### config.mk
export PLATFORM = sky130hd
export DESIGN_NAME = axi_txn_sequencer
export DESIGN_NICKNAME = d
export VERILOG_FILES = /design/src/rtl/axi_txn_sequencer.sv
export SDC_FILE = /design/constraint.sdc
export NUM_CORES = 1
export LEC_CHECK = 0
export CORE_ASPECT_RATIO = 2
export CORE_UTILIZATION = 46
export DETAILED_ROUTE_END_ITERATION = 8
export DONT_BUFFER_PORTS = 1
export PLACE_DENSITY = 0.66
export SLEW_MARGIN = 5
export SYNTH_ARGS = -nofsm -noshare
export SYNTH_HDL_FRONTEND = slang
export SYNTH_SLANG_ARGS = --single-unit
### constraint.sdc
create_clock -name i_aclk -period 3.1 [get_ports i_aclk]
set_clock_uncertainty 0.15 [all_clocks]
set_input_delay 0.31 -clock i_aclk [delete_from_list [all_inputs] [get_ports i_aclk]]
set_output_delay 0.31 -clock i_aclk [all_outputs]
set_load 0.02 [all_outputs]
### src/rtl/axi_txn_sequencer.sv
// rtl/axi_txn_sequencer.sv - launches NUM_TXN INIT_AXI_TXN pulses, scores each TXN_DONE, reports run totals
// Optional watchdog in WAIT_DONE is built when SEQ_TIMEOUT_EN is defined.
module axi_txn_sequencer #(
  parameter int CNT_W          = 8,
  parameter int GAP_W          = 8,
  parameter int STOP_ON_ERR    = 0,
  parameter int TIMEOUT_CYCLES = 4096
) (
  input  logic             i_aclk,
  input  logic             i_areset,
  input  logic             i_start,
  input  logic             i_abort,
  input  logic [CNT_W-1:0] i_num_txn,
  input  logic [GAP_W-1:0] i_gap_cycles,
  output logic             o_init_axi_txn,
  input  logic             i_txn_done,
  input  logic             i_axi_error,
  output logic             o_busy,
  output logic             o_run_done,
  output logic [CNT_W-1:0] o_pass_cnt,
  output logic [CNT_W-1:0] o_fail_cnt,
  output logic             o_sticky_err,
  output logic             o_timeout
);

  typedef enum logic [2:0] {
    S_IDLE,
    S_LAUNCH,
    S_WAIT_DONE,
    S_GAP,
    S_FINISH
  } state_t;

  state_t           r_state;
  logic             r_done_q;
  logic [CNT_W-1:0] r_rem;
  logic [GAP_W-1:0] r_gap_len;
  logic [GAP_W-1:0] r_gap_cnt;
  logic             r_abort_pend;
  logic             r_init;
  logic             r_busy;
  logic             r_run_done;
  logic [CNT_W-1:0] r_pass_cnt;
  logic [CNT_W-1:0] r_fail_cnt;
  logic             r_sticky_err;

  logic             w_done_rise;
  logic             w_err_stop;
  logic             w_last_txn;
  logic [CNT_W-1:0] w_pass_inc;
  logic [CNT_W-1:0] w_fail_inc;

  assign w_done_rise = i_txn_done & ~r_done_q;
  assign w_err_stop  = (STOP_ON_ERR != 0) & i_axi_error;
  assign w_last_txn  = (r_rem == CNT_W'(1));
  // Counters hold at all-ones rather than wrapping.
  assign w_pass_inc  = (&r_pass_cnt) ? r_pass_cnt : r_pass_cnt + CNT_W'(1);
  assign w_fail_inc  = (&r_fail_cnt) ? r_fail_cnt : r_fail_cnt + CNT_W'(1);

`ifdef SEQ_TIMEOUT_EN
  localparam int WD_W = $clog2(TIMEOUT_CYCLES + 1);
  logic [WD_W-1:0] r_wd_cnt;
  logic            r_timeout;
  assign o_timeout = r_timeout;
`else
  assign o_timeout = 1'b0;
`endif

  always_ff @(posedge i_aclk) begin
    if (i_areset) begin
      r_state      <= S_IDLE;
      r_done_q     <= 1'b0;
      r_rem        <= '0;
      r_gap_len    <= '0;
      r_gap_cnt    <= '0;
      r_abort_pend <= 1'b0;
      r_init       <= 1'b0;
      r_busy       <= 1'b0;
      r_run_done   <= 1'b0;
      r_pass_cnt   <= '0;
      r_fail_cnt   <= '0;
      r_sticky_err <= 1'b0;
`ifdef SEQ_TIMEOUT_EN
      r_wd_cnt     <= '0;
      r_timeout    <= 1'b0;
`endif
    end else begin
      r_done_q   <= i_txn_done;
      r_init     <= 1'b0;
      r_run_done <= 1'b0;
      case (r_state)
        S_IDLE: begin
          if (i_start) begin
            r_rem        <= i_num_txn;
            r_gap_len    <= i_gap_cycles;
            r_pass_cnt   <= '0;
            r_fail_cnt   <= '0;
            r_sticky_err <= 1'b0;
`ifdef SEQ_TIMEOUT_EN
            r_timeout    <= 1'b0;
`endif
            r_busy       <= 1'b1;
            if (i_num_txn != '0) begin
              r_state <= S_LAUNCH;
              r_init  <= 1'b1;
            end else begin
              r_state <= S_FINISH;
            end
          end
        end

        S_LAUNCH: begin
          if (i_abort) begin
            r_state <= S_FINISH;
          end else begin
            r_state <= S_WAIT_DONE;
`ifdef SEQ_TIMEOUT_EN
            r_wd_cnt <= '0;
`endif
          end
        end

        S_WAIT_DONE: begin
          if (w_done_rise) begin
            if (i_axi_error) begin
              r_fail_cnt   <= w_fail_inc;
              r_sticky_err <= 1'b1;
            end else begin
              r_pass_cnt <= w_pass_inc;
            end
            r_rem <= r_rem - CNT_W'(1);
            // A same-cycle ABORT still lets this transaction be scored.
            if (w_last_txn || r_abort_pend || i_abort || w_err_stop) begin
              r_state <= S_FINISH;
            end else if (r_gap_len != '0) begin
              r_state   <= S_GAP;
              r_gap_cnt <= r_gap_len - GAP_W'(1);
            end else begin
              r_state <= S_LAUNCH;
              r_init  <= 1'b1;
            end
          end else begin
            if (i_abort) begin
              r_abort_pend <= 1'b1;
            end
`ifdef SEQ_TIMEOUT_EN
            if (r_wd_cnt == WD_W'(TIMEOUT_CYCLES - 1)) begin
              r_timeout    <= 1'b1;
              r_sticky_err <= 1'b1;
              r_fail_cnt   <= w_fail_inc;
              r_state      <= S_FINISH;
            end else begin
              r_wd_cnt <= r_wd_cnt + WD_W'(1);
            end
`endif
          end
        end

        S_GAP: begin
          if (i_abort) begin
            r_state <= S_FINISH;
          end else if (r_gap_cnt == '0) begin
            r_state <= S_LAUNCH;
            r_init  <= 1'b1;
          end else begin
            r_gap_cnt <= r_gap_cnt - GAP_W'(1);
          end
        end

        S_FINISH: begin
          r_run_done   <= 1'b1;
          r_busy       <= 1'b0;
          r_abort_pend <= 1'b0;
          r_state      <= S_IDLE;
        end

        default: begin
          r_state <= S_IDLE;
          r_busy  <= 1'b0;
        end
      endcase
    end
  end

  assign o_init_axi_txn = r_init;
  assign o_busy         = r_busy;
  assign o_run_done     = r_run_done;
  assign o_pass_cnt     = r_pass_cnt;
  assign o_fail_cnt     = r_fail_cnt;
  assign o_sticky_err   = r_sticky_err;

endmodule

; Yosys cells after proc, flatten, opt, wreduce, memory -nomap -nowiden
; Cells that the tools add are included.
; Widths: inputs -> output; s select.
[totals]
output_inout_bits = 21
register_bits = 49
inputBits = 22
[classes]
n_reduce_logical = 21
n_bitwise = 3
n_addsub = 5
n_mux = 45
n_eq_ne = 18
[op_table]
columns = cell, count
row1 = $mux 8, 14
row2 = $pmux 8 s2, 4
row3 = $ne 2x2->1 const B, 12
row4 = $sub 8x1->8 const B, 3
row5 = $mux 3, 7
row6 = $add 8x1->8 const B, 2
row7 = $reduce_and 8->1, 2
row8 = $reduce_bool 8->1, 2
row9 = $mux 1, 14
row10 = $pmux 3 s4, 1
row11 = $reduce_and 5->1, 2
row12 = $reduce_and 3->1, 3
row13 = $eq 8x1->1 const B, 1
row14 = $logic_not 8->1, 1
row15 = $eq 3x2->1 const B, 2
row16 = $pmux 1 s2, 3
row17 = $reduce_and 6->1, 1
row18 = $reduce_bool 2->1, 3
row19 = $reduce_and 2->1, 2
row20 = $reduce_and 4->1, 1
row21 = $eq 3x1->1 const B, 1
row22 = $eq 3x3->1 const B, 1
row23 = $logic_not 3->1, 1
row24 = $ne 3x3->1 const B, 1
row25 = other kinds (6), 8

; Logic depth before layout (Yosys ltp)
; Gate-level depths: netlist of run 1.
[depth]
word_depth = 6
depth_mapped = 10

; Least setup slack after synthesis of run 1
; Ideal clock, no wire load.
[synth_timing]
path_kind = reg-to-reg
startpoint = register r_state[2]
endpoint = register r_gap_cnt[6]
period_less_slack_ps = 2432
path_slack_ps = 668
required_ps = 2815
arrival_time_ps = 2147
path_stages_with_launch = 11
setup_time_ps = 135
path_cell_list = dfxtp_1 -> buf_4 -> nand3b_4 -> buf_2 -> mux2i_1 -> ha_1 -> inv_1 -> nor4_1 -> a21oi_1 -> o311ai_0 -> o41ai_1
[synth_via]
elab_chain_len = 3
elab_cells_between_ends = 10
[synth_rtl]
columns = element, line
row1 = start: declaration, 34  ; state_t r_state;
row2 = start signal: assignment, 71  ; r_state <= S_IDLE;
row3 = start signal: assignment, 104  ; r_state <= S_LAUNCH;
row4 = start signal: assignment, 107  ; r_state <= S_FINISH;
row5 = $eq 3x2->1, 91  ; case (r_state)
row6 = $ne 2x2->1 (no line) / $reduce_bool 2->1 (equally long branches), --
row7 = $reduce_and 6->1 (no line), --
row8 = end signal: assignment, 137  ; r_gap_cnt <= r_gap_len - GAP_W'(1);
row9 = end signal: assignment, 166  ; r_gap_cnt <= r_gap_cnt - GAP_W'(1);
row10 = end: declaration, 38  ; logic [GAP_W-1:0] r_gap_cnt;
; Parallel ways exist; a longest one is shown, timed or not.
; A chain may end at the register's enable or synchronous reset.

; Worst setup path in the final report of run 1
[layout_timing]
startpoint = register r_state[1]
endpoint = register r_gap_cnt[6]
; Same word-level chain as after synthesis.

==> impl_metrics.tcl, run 1 <==
set metrics [dict create \
    path_class "reg -> reg" \
    grt_max_degree 32 \
    cts_made_buffers 5 \
    initial_core_util_pct 48.3 \
    wl_met3_um 338 \
    cts_root_buf "clkbuf_16" \
    critPathLaunchType "register" \
    fin_nets 369 \
    rows 39 \
    period_share_pct 88.0 \
    die-width_um 57.2 \
    final_layout_size_suffix_gt1_share_pct 8.50 \
    place_hpwl_um 5630 \
    dr.pass1.iters 4 \
    ant_nets 0 \
    area_growth_pct 7.36 \
    grt-ovfl-total 0 \
    synth_nets 370 \
    post-route-drc-count 0 \
    run_status "finished clean" \
    routed_via_density 6.51 \
    gp_congestion 0.965 \
    first_global_vias 2639 \
    cts_setup_buffers 0 \
    powerDensity_nw_per_um2 557 \
    critPathRequiredTime_ns 3.12 \
    cts_tree "done" \
    die_height_um 112 \
    syn_area_per_cell_sq_um 8.17 \
    drt_iter0_drc 108 \
    fmax_ghz 0.367 \
    hold_violations 0 \
    syn_area_sq_um 2800 \
    met2_length_um 4270 \
    hold_buffers 5 \
    critPathSlowestCell "dfxtp_1" \
    core_area_sq_um 5810 \
    rsz0062_at_grt "false" \
    async_flop_share_pct 0 \
    cts.sinks 49 \
    grt_antenna_before_repair 0 \
    end_kind "register" \
    clk_pin_slew_worst_paths_ns 0.06 \
    dieArea_sq_um 6430 \
    regToRegSetupSlack_ns 0.37 \
    synth_top_flop_cell "dfxtp_1" \
    postSynthCellCount 343 \
    synth_edf_count 0 \
    hold_class "in -> reg" \
    fin_cells 402 \
    relSlewSlack_pct 52.9 \
    maxSlewViolCount 0 \
    top_layer "met4" \
    ctsHtreeMaxLevel 2 \
    portBuffers 0 \
    yosysWarnings 0 \
    antennaDiodeCount 0 \
    ff2ff_path_depth 8 \
    p_total_uw 1680 \
    netlist.area_leader.share_pct 35.0 \
    cp_cell_sequence "nand3b_4 > mux2i_1 > ha_1 > inv_1 > nor4_1 > a21oi_1 > o311ai_0 > o41ai_1" \
    ys_ff_latch 49 \
    post-route-util_pct 51.8 \
    p_leak_uw 0.00111 \
    synth_cell_types 70 \
    grt_pass1_wl_um 12700 \
    dp_cells 391 \
    drt-total-wl_um 7670 \
    clock_latency_ns 0.29 \
    vias 2619 \
    clk_path_buf_depth 2 \
    peakVddDrop_v 0.000361 \
    synth_largest_area_cell "dfxtp_1" \
    synth.area.top_cells "dfxtp_1 (35%), a21oi_1 (6.4%), nor2_1 (5.9%), nand2_1 (4.4%), a211oi_1 (2.7%)" \
    cp.arrival_ns 2.74 \
    yosysSeqAreaShare_pct 35.0 \
    synthTopCellsByCount "dfxtp_1 (49), nor2_1 (44), a21oi_1 (36), nand2_1 (33), o21ai_0 (15)" \
    maxCapViolCount 0 \
    crit_fanout 15 \
    num_io_pins 43 \
    n_fill_cell 577 \
    min_path_cells 2 \
    finalSetupTns_ns 0 \
    cts_resized 0 \
    grt_usage_pct 25.6 \
    worst_slew_pin_slew_ns 0.707 \
    setup_violations 0 \
    met1Wirelength_um 2720 \
    yosysMostFrequentCell "dfxtp_1" \
    slowest_delay_ns 0.63 \
    avgRoutedWirePerCell_um 19.1 \
    fin_crit_ns 2.73 \
]
## path summary, 6_finish.rpt
path,start,endpoint
hold reg to reg,r_gap_cnt[7],r_gap_cnt[7]
setup / recovery,r_state[1],r_gap_cnt[6]
setup reg to reg,r_state[1],r_gap_cnt[6]
hold / removal,i_gap_cycles[5],r_gap_len[5]
## layout by cell type (no fill, tap or decap), types with 4 or more instances in the layout
| master | n |
|---|---|
| nand2b_1 | 4 |
| xnor2_1 | 8 |
| nor2b_1 | 5 |
| nand3_1 | 12 |
| inv_1 | 10 |
| nand4_1 | 5 |
| mux2i_1 | 4 |
| ha_1 | 5 |
| o21ai_0 | 15 |
| dlygate4sd3_1 | 4 |
| dfxtp_1 | 49 |
| a21oi_1 | 36 |
| clkbuf_16 | 5 |
| a211oi_1 | 10 |
| nor3_1 | 6 |
| a22oi_1 | 4 |
| o31ai_1 | 5 |
| nand2_1 | 33 |
| nor4_1 | 5 |
| nor2_1 | 44 |
## routing by layer
metal,GRT usage [%],vias up
met5,0,-
met4,15.0,0
met3,4.95,25
met2,48.4,72
met1,24.5,1256
li1,-,1266
## state kept, by name, indices dropped and copies added, names as in the netlist
name / count
o_fail_cnt: 8
o_pass_cnt: 8
r_gap_cnt: 8
r_gap_len: 8
r_rem: 8
r_state: 3
o_busy: 1
o_init_axi_txn: 1
o_run_done: 1
o_sticky_err: 1
r_abort_pend: 1
r_done_q: 1
## cell type report
cell class	count	area, sq um	area share (%)
Multi-Input combinational cell	268	1700	56.6
Sequential cell	49	981	32.6
Clock buffer	5	125	4.16
Timing Repair Buffer	8	82.6	2.74
Tap cell	61	76.3	2.54
Inverter	10	37.5	1.25
Clock inverter	1	5.00	0.166
## cells by family after synthesis
group | Yosys count | synth area share (%)
xor+xnor | 8 | 2.50
fa+ha+maj | 5 | 2.23
flops | 49 | 35.0
other cells | 1 | 0.134
mux | 4 | 1.43
compound gates | 105 | 25.7
simple gates | 145 | 28.8
buf+inv | 26 | 4.28
## report_power, final
part / total [uW] / switching, uW / internal (uW)
clock network: 519 / 230 / 289
logic: 426 / 272 / 154
registers: 732 / 59.1 / 673
total: 1680 / 561 / 1120
## worst max-delay path, delay by kind of cell (launching register included)
family / cells / cell delay (ns)
AND/OR/NAND/NOR: 2 / 0.65
flip-flops: 1 / 0.63
buffers and inverters: 1 / 0.10
AO/OA/AOI/OAI: 3 / 0.54
multiplexers: 1 / 0.25
adder cells (fa/ha/maj): 1 / 0.28
## through the flow
step	worst slack, ns	instance area, sq um	hold WS [ns]
after floorplan	0.668	2800	0.288
after detailed placement	0.400	2820	0.236
after CTS	0.391	3010	0.00255
after global routing	0.144	3010	0.0137
after global placement	0.549	2820	0.232
final	0.372	3010	0.00606
Note: power is estimated with default switching activity, not from simulation.
==> run 2, diff against run 1 <==
- HOLD_SLACK_MARGIN: default -> 0.06
==> impl_metrics.tcl, run 2 (same netlist as run 1, synthesis figures left out) <==
set metrics [dict create \
    rows 39 \
    most-common-layout-cells "dfxtp_1 (49), nor2_1 (44), a21oi_1 (36)" \
    relSlewSlack_pct 51.9 \
    cts_tree "done" \
    area_growth_pct 9.15 \
    fmax_ghz 0.364 \
    cts.sinks 49 \
    peakVddDrop_v 0.000363 \
    clk_path_buf_depth 2 \
    setup.worst_path.end "r_gap_cnt[6]" \
    fin_area_sq_um 3060 \
    die_height_um 112 \
    clk_pin_slew_worst_paths_ns 0.06 \
    grt_usage_pct 26.0 \
    num_io_pins 43 \
    grt_antenna_before_repair 0 \
    period_share_pct 88.7 \
    gp_congestion 0.965 \
    vias 2654 \
    grt_pass1_wl_um 12800 \
    die-width_um 57.2 \
    post-route-drc-count 0 \
    ctsHtreeMaxLevel 2 \
    end_kind "register" \
    ant_nets 0 \
    path_class "reg -> reg" \
    grt_max_degree 33 \
    maxCapViolCount 0 \
    place_hpwl_um 5630 \
    finalSetupTns_ns 0 \
    p_leak_uw 0.00113 \
    avgRoutedWirePerCell_um 19.1 \
    fin_crit_ns 2.75 \
    cts_made_buffers 5 \
    r2r_end "r_gap_cnt[6]" \
    antennaDiodeCount 0 \
    worst_slew_pin_slew_ns 0.722 \
    p_total_uw 1690 \
    first_global_vias 2674 \
    reg2reg_from "r_state[1]" \
    critPathRequiredTime_ns 3.12 \
    final_layout_size_suffix_gt1_share_pct 8.38 \
    dr.pass1.iters 4 \
    cp.arrival_ns 2.77 \
    regToRegSetupSlack_ns 0.35 \
    powerDensity_nw_per_um2 551 \
    hold_class "in -> reg" \
    routed_via_density 6.52 \
    dieArea_sq_um 6430 \
    setup_violations 0 \
    fin_cells 407 \
    dp_cells 391 \
    layout_commonest_cell "dfxtp_1" \
    ff2ff_path_depth 8 \
    rsz0062_at_grt "false" \
    cts_resized 0 \
    fin_nets 374 \
    portBuffers 0 \
    core_area_sq_um 5810 \
    crit_fanout 15 \
    drt-total-wl_um 7790 \
    critPathLaunchType "register" \
    grt-ovfl-total 0 \
    run_status "finished clean" \
    initial_core_util_pct 48.3 \
    crit_start "r_state[1]" \
    hold_violations 0 \
    clock_latency_ns 0.29 \
    drt_iter0_drc 83 \
    dpl_cell_area_sq_um 2820 \
    cts_root_buf "clkbuf_16" \
    maxSlewViolCount 0 \
]
## run 2: cell types whose count changed in the layout (fill, tap and decap cells not counted)
cell,delta
dlygate4sd3_1,+5
## run 2: worst min-delay path by stage
stage,startpoint,end,slack [ns],cells past startpoint
final,i_abort,r_abort_pend,0.07,2
after global routing,i_abort,r_abort_pend,0.08,2
after CTS,i_abort,r_abort_pend,0.07,2
after detailed placement,i_areset,o_busy,0.24,1
after global placement,i_areset,o_busy,0.23,1
after floorplan,i_txn_done,r_done_q,0.29,1
## run 2: timing repair
action / CTS / global route
hold endpoints to repair: 32 / 0
buffers inserted: 0 / 0
hold buffers: 10 / 0
## run 2: final cells by class
| cell class | instances | area, sq um |
|---|---|---|
| repair buffers | 13 | 133 |
| inverters | 10 | 37.5 |
| clock buffers | 5 | 125 |
| fillers | 571 | 2750 |
| well taps | 61 | 76.3 |
| flip-flops and latches | 49 | 981 |
| clock inverters | 1 | 5.00 |
| multi-input cells | 268 | 1700 |
## run 2: per-layer routing
layer  GRT usage [%]  share of wire [%]  vias up  routed length (um)
li1                -                  -     1275                   -
met1            24.5                 36     1289                2780
met2            49.5                 56       66                4370
met3            5.41                3.9       24                 306
met4            15.0                4.3        0                 337
met5               0                  0        -                   0
## run 2: report_power, final
part / internal [uW] / leakage [uW] / switching (uW)
sequential: 673 / 0.000399 / 59.3
clock: 289 / 0.0000655 / 232
combinational: 158 / 0.000663 / 274
total: 1120 / 0.00113 / 565
## run 2: stage by stage
step | util [%] | worst slack, ns | hold slack [ns]
6_report | 52.7 | 0.350 | 0.0711
3_5_place_dp | 48.6 | 0.400 | 0.236
3_3_place_gp | 48.6 | 0.549 | 0.232
5_1_grt | 52.7 | 0.144 | 0.0778
2_1_floorplan | - | 0.668 | 0.288
4_1_cts | 52.7 | 0.391 | 0.0717
## run 2: worst max-delay path, stage by stage (launching register included)
cell and delay [ns]:
dfxtp_1 0.63, nand3b_4 0.25, mux2i_1 0.26, ha_1 0.28
inv_1 0.10, nor4_1 0.40, a21oi_1 0.14, o311ai_0 0.29
o41ai_1 0.12
